### config.mk
export PLATFORM = sky130hd
export DESIGN_NAME = register_file16
export DESIGN_NICKNAME = d
export VERILOG_FILES = /design/src/rtl/mips16_pkg.sv /design/src/rtl/register_file16_reg16.sv /design/src/rtl/register_file16.sv
export SDC_FILE = /design/constraint.sdc
export NUM_CORES = 1
export LEC_CHECK = 0
export ABC_AREA = 1
export CAP_MARGIN = 20
export CORE_ASPECT_RATIO = 0.7
export CORE_MARGIN = 1.5
export CORE_UTILIZATION = 60
export DETAILED_ROUTE_END_ITERATION = 8
export PLACE_DENSITY = 0.83
export SLEW_MARGIN = 20
export SYNTH_ARGS = -nofsm -noshare
export SYNTH_HDL_FRONTEND = slang
export SYNTH_SLANG_ARGS = --single-unit
### constraint.sdc
create_clock -name clk -period 14.3 [get_ports clk]
set_clock_uncertainty 0.1 [all_clocks]
set_input_delay 4.29 -clock clk [delete_from_list [all_inputs] [get_ports clk]]
set_output_delay 4.29 -clock clk [all_outputs]
set_load 0.005 [all_outputs]
### src/rtl/mips16_pkg.sv
// Shared widths and constants for the 16-bit MIPS datapath register file.
package mips16_pkg;

    localparam int DATA_W     = 16;
    localparam int ADDR_W     = 3;
    localparam int NUM_REGS   = 8;
    localparam int WR_COUNT_W = 8;

    localparam logic [ADDR_W-1:0]     REG_ZERO     = 3'd0;
    localparam logic [WR_COUNT_W-1:0] WR_COUNT_MAX = 8'hFF;

    // Increment that sticks at the all-ones value instead of wrapping.
    function automatic logic [WR_COUNT_W-1:0] sat_inc(input logic [WR_COUNT_W-1:0] val);
        if (val == WR_COUNT_MAX) begin
            return val;
        end
        return val + 1'b1;
    endfunction

endpackage

### src/rtl/register_file16_reg16.sv
// Load-enabled DATA_W-bit storage register with asynchronous active-high clear.
module reg16 #(
    parameter int DATA_W = 16
) (
    input  logic              clk,
    input  logic              reset,
    input  logic              ld_en,
    input  logic [DATA_W-1:0] d,
    output logic [DATA_W-1:0] q
);

    logic [DATA_W-1:0] data_q;
    logic [DATA_W-1:0] data_d;

    always_comb begin
        data_d = data_q;
        if (ld_en) begin
            data_d = d;
        end
    end

    always_ff @(posedge clk or posedge reset) begin
        if (reset) begin
            data_q <= '0;
        end else begin
            data_q <= data_d;
        end
    end

    assign q = data_q;

endmodule

### src/rtl/register_file16.sv
// 8 x 16-bit register file: R0 hardwired to zero, two combinational read
// ports with same-cycle write bypass, one synchronous write port, write counter.
module register_file16
    import mips16_pkg::*;
(
    input  logic                  clk,
    input  logic                  reset,
    input  logic                  wr_en,
    input  logic [ADDR_W-1:0]     wr_addr,
    input  logic [DATA_W-1:0]     wr_data,
    input  logic [ADDR_W-1:0]     rd_addr_a,
    input  logic [ADDR_W-1:0]     rd_addr_b,
    output logic [DATA_W-1:0]     rd_data_a,
    output logic [DATA_W-1:0]     rd_data_b,
    output logic [WR_COUNT_W-1:0] wr_count
);

    logic [DATA_W-1:0]     reg_q [NUM_REGS];
    logic [NUM_REGS-1:0]   wr_sel;
    logic                  wr_commit;
    logic [ADDR_W-1:0]     rd_addr [2];
    logic [DATA_W-1:0]     rd_data [2];
    logic [WR_COUNT_W-1:0] wr_count_q;
    logic [WR_COUNT_W-1:0] wr_count_d;

    assign wr_commit = wr_en && (wr_addr != REG_ZERO);

    assign reg_q[0]  = '0;
    assign wr_sel[0] = 1'b0;

    genvar gi;
    generate
        for (gi = 1; gi < NUM_REGS; gi++) begin : g_reg
            assign wr_sel[gi] = wr_en && (wr_addr == ADDR_W'(gi));

            reg16 #(
                .DATA_W (DATA_W)
            ) u_reg (
                .clk   (clk),
                .reset (reset),
                .ld_en (wr_sel[gi]),
                .d     (wr_data),
                .q     (reg_q[gi])
            );
        end
    endgenerate

    assign rd_addr[0] = rd_addr_a;
    assign rd_addr[1] = rd_addr_b;

    // Bypass is suppressed during reset so reads return zero even if wr_en is high.
    generate
        for (gi = 0; gi < 2; gi++) begin : g_rd_port
            logic bypass_hit;

            assign bypass_hit = wr_commit && !reset && (rd_addr[gi] == wr_addr);

            always_comb begin
                rd_data[gi] = reg_q[rd_addr[gi]];
                if (bypass_hit) begin
                    rd_data[gi] = wr_data;
                end
            end
        end
    endgenerate

    assign rd_data_a = rd_data[0];
    assign rd_data_b = rd_data[1];

    always_comb begin
        wr_count_d = wr_count_q;
        if (wr_commit) begin
            wr_count_d = sat_inc(wr_count_q);
        end
    end

    always_ff @(posedge clk or posedge reset) begin
        if (reset) begin
            wr_count_q <= '0;
        end else begin
            wr_count_q <= wr_count_d;
        end
    end

    assign wr_count = wr_count_q;

endmodule

==> impl_results.md <==
- Pre-CTS setup slack: 2630 ps
- Switching share of power: 0.321
- Slowest-stage cell, CP: buf_4
- Share of total power in combinational logic: 0.239
- Setup CP Type: primary input to output port
- Syn avg cell area: 6.60 um^2
- Highest Signal Layer: met4
- Fin util: 0.725
- Post-route antenna net violation count: 0
- WL met3: 3.07 mm
- WP data required: ~9900 ps
- # fillers: 980
- Setup ws final: roughly 2400 ps
- Relative slew slack: 0.297
- Footprint of the multi-input gates: 3680 um^2
- Post-synthesis cell count: around 1100
- Synth cell types: 25
- Post-route DRC: 0
- Post-layout nets: 1158
- TritonCTS clock tree: built
- Pleak: 0.00437 uW
- Max IR drop VDD: 0.000100 V
- R2R Path Start: wr_count[0]$_DFFE_PP0P_
- Crit start category: primary input
- Leading area contributor after synthesis: dfrtp_1
- Critical path arrival: between 7000 and 8000 ps
- IO Pins: 68
- Final Max Tran Viols: 0
- Mapped Nets: 1127
- CTS buffer count: 17
- Max frequency: ~84 MHz
- Post-Syn Area: slightly above 7000 um^2
- Reg clk slew, reported paths: around 60 ps
- Final worst path period share: 0.831
- Clock power share: 0.371
- Root buffer cell: clkbuf_16
- #FFs+latches synth: 120
- Gr usage total: 0.373
- Fin crit period: 11890 ps
- Dpl hpwl: 13.4 mm
- Most common cell on crit path: nand2_1
- DR WL/cell: 17.7 um
- CP startpoint: rd_addr_b[0]
- Fin Setup TNS: 0 ps
- Register area: roughly 3000 um^2
- Final setup violation count: 0
- Die Area: 12800 um^2
- WL met1: 9.40 mm
- P&R area growth vs syn: 17.3%
- Clk_lat worst skew: approximately 420 ps
- Hold Fails Final Rpt: 0
- Core ar.: 11700 um^2
- Worst slew pin tran: about 1100 ps
- Final wirelength: about 23 mm
- Hold_sp: g_reg[3].u_reg.q[3]$_DFFE_PP0P_
- Avg Vias per Cell: approximately 5.9
- H-tree levels: 4
- CP endpoint kind: output port
- Post-CTS sizing: 0
- Die Span Y: between 90 and 100 um
- Total gr overflow: 0
- PwrDens: around 140 nW/um^2
- Initial drt markers: roughly 1100
- Antenna violations before repair: 0
- Starting density of the core: 0.618
- Final hold slack: roughly 390 ps
- First-pass GRT wire length: between 30 and 40 mm
- Crit-path max cell delay: approximately 520 ps
- Pint: between 800 and 900 uW
- FP Rows: 33
- Psw: approximately 380 uW
- HP Class: register to register
- N_diodes: 0
- Final GP Congestion: slightly below 0.9
- Synth Warn #: 0
- Final Instance Area: ~8500 um^2
- Largest net degree at the start of global routing: 52
- Status: complete, no violations
- Dpl cell area: a little under 8000 um^2
- Post-CTS Hold Buffers: 0
- Max Fanout on Critical Path: 50
- Via count: 7715
- Flop pwr share: 0.390
- IO Port Bufs: 67
- Synth area leaders: dfrtp_1 (41%), nand2_1 (27%), nand3_1 (10%)
- Clock Path Buffers: 2
- Post-CTS setup buffers: 0
- Routed wl met2: slightly below 10 mm
- Seq/Total Area, Yosys: 0.414
- Share of layout cells above drive strength 1: 0.0560
- Worst path cell trace: buf_2 > buf_4 > inv_2 > buf_4 > nand2_1 > nand2_1 > nor2_4 > nand3_4 > nand2_1 > nand2_1 > clkdlybuf4s50_1
- RSZ-0062 raised after global routing: false
- Vias in the first global route: slightly above 7000
- WP buf/inv: 5
- Family with the most delay on the worst path: buffers and inverters
- DR pass1 iterations: 6
- Synth top area share: 0.414
- Die Wd: 134 um
- Maxcap violations: 0
- CTS Sinks: between 100 and 150
[kinds of logic (layout without fill, tap and decap cells)]
group | after synthesis | after routing | share of synthesized area
XOR/XNOR | 9 | 9 | 0.0135
adder cells (fa/ha/maj) | 1 | 1 | 0.00173
AND/OR/NAND/NOR | 716 | 716 | 0.412
buffers and inverters | 137 | 181 | 0.0796
AO/OA/AOI/OAI | 115 | 115 | 0.0794
flip-flops | 120 | 120 | 0.414
[flip-flops by register name, indices dropped and copies added, names as in the netlist]
| register | flops |
|---|---|
| g.u_reg.q | 112 |
| wr_count | 8 |
[area by class of cell]
type                            instances  area share
Sequential cell                       120       0.353
Multi-Input combinational cell        841       0.433
Tap cell                              157      0.0231
Timing Repair Buffer                   80      0.0892
Clock buffer                           21      0.0530
Inverter                               69      0.0308
Clock inverter                         11      0.0175
[cells in the mapped netlist]
cell	n
nand2_1	520
nand3_1	147
dfrtp_1	120
o21ai_0	100
inv_1	64
clkbuf_1	31
buf_2	26
nor2_1	21
nand4_1	16
a21oi_1	15
buf_1	5
inv_2	5
xor2_1	5
buf_4	4
nor2_2	3
nor2_4	3
xnor2_1	3
buf_6	2
nand3b_1	2
ha_1	1
nand2_4	1
nand3_2	1
nand3_4	1
nor3_2	1
xnor2_4	1
[worst min-delay path: stages, from the launching register on]
cell and delay, ps:
dfrtp_1 340, nand2_1 50, o21ai_0 60
[layer usage]
layer,vias up,track usage
met1,3518,0.507
met5,-,0
li1,3554,-
met3,71,0.100
met2,572,0.570
met4,0,0.151
[layout by cell type (no fill, tap or decap), types with 3 or more instances in the layout]
cell type,synthesis,routed
a21oi_1,15,15
buf_4,4,13
bufinv_16,0,3
clkbuf_1,31,3
clkbuf_16,0,17
clkdlybuf4s50_1,0,65
clkinv_4,0,3
clkinvlp_4,0,3
dfrtp_1,120,120
inv_1,64,63
inv_2,5,5
nand2_1,520,517
nand2_2,0,3
nand3_1,147,147
nand4_1,16,16
nor2_1,21,21
nor2_2,3,3
nor2_4,3,3
o21ai_0,100,100
xnor2_1,3,3
xor2_1,5,5
[stage by stage]
| stage | std cells | power [uW] |
|---|---|---|
| finish | 1299 | 1190 |
| global route | 1299 | 1250 |
| CTS | 1299 | 1180 |
| global placement | 1267 | 735 |
| detailed placement | 1267 | 744 |
| floorplan | 1098 | 635 |
[power by group through the flow]
stage / clock, uW / combinational, uW / sequential (uW)
2_1_floorplan: 0 / 181 / 454
3_5_place_dp: 0 / 278 / 467
6_report: 442 / 285 / 464
5_1_grt: 456 / 320 / 473
3_3_place_gp: 0 / 269 / 466
4_1_cts: 440 / 281 / 463
[final timing paths]
check / to / cells after the start / slack (ps)
worst max-delay path: rd_data_b[14] / 11 / 2410
worst min-delay path: g_reg[3].u_reg.q[3]$_DFFE_PP0P_ / 2 / 390
worst max register to register: wr_count[3]$_DFFE_PP0P_ / 8 / 12450
worst min register to register: g_reg[3].u_reg.q[3]$_DFFE_PP0P_ / 2 / 390
max in group asynchronous: g_reg[1].u_reg.q[0]$_DFFE_PP0P_ / 3 / 8900
min in group asynchronous: g_reg[6].u_reg.q[3]$_DFFE_PP0P_ / 2 / 4150
Power figures use the tool's default switching activity.
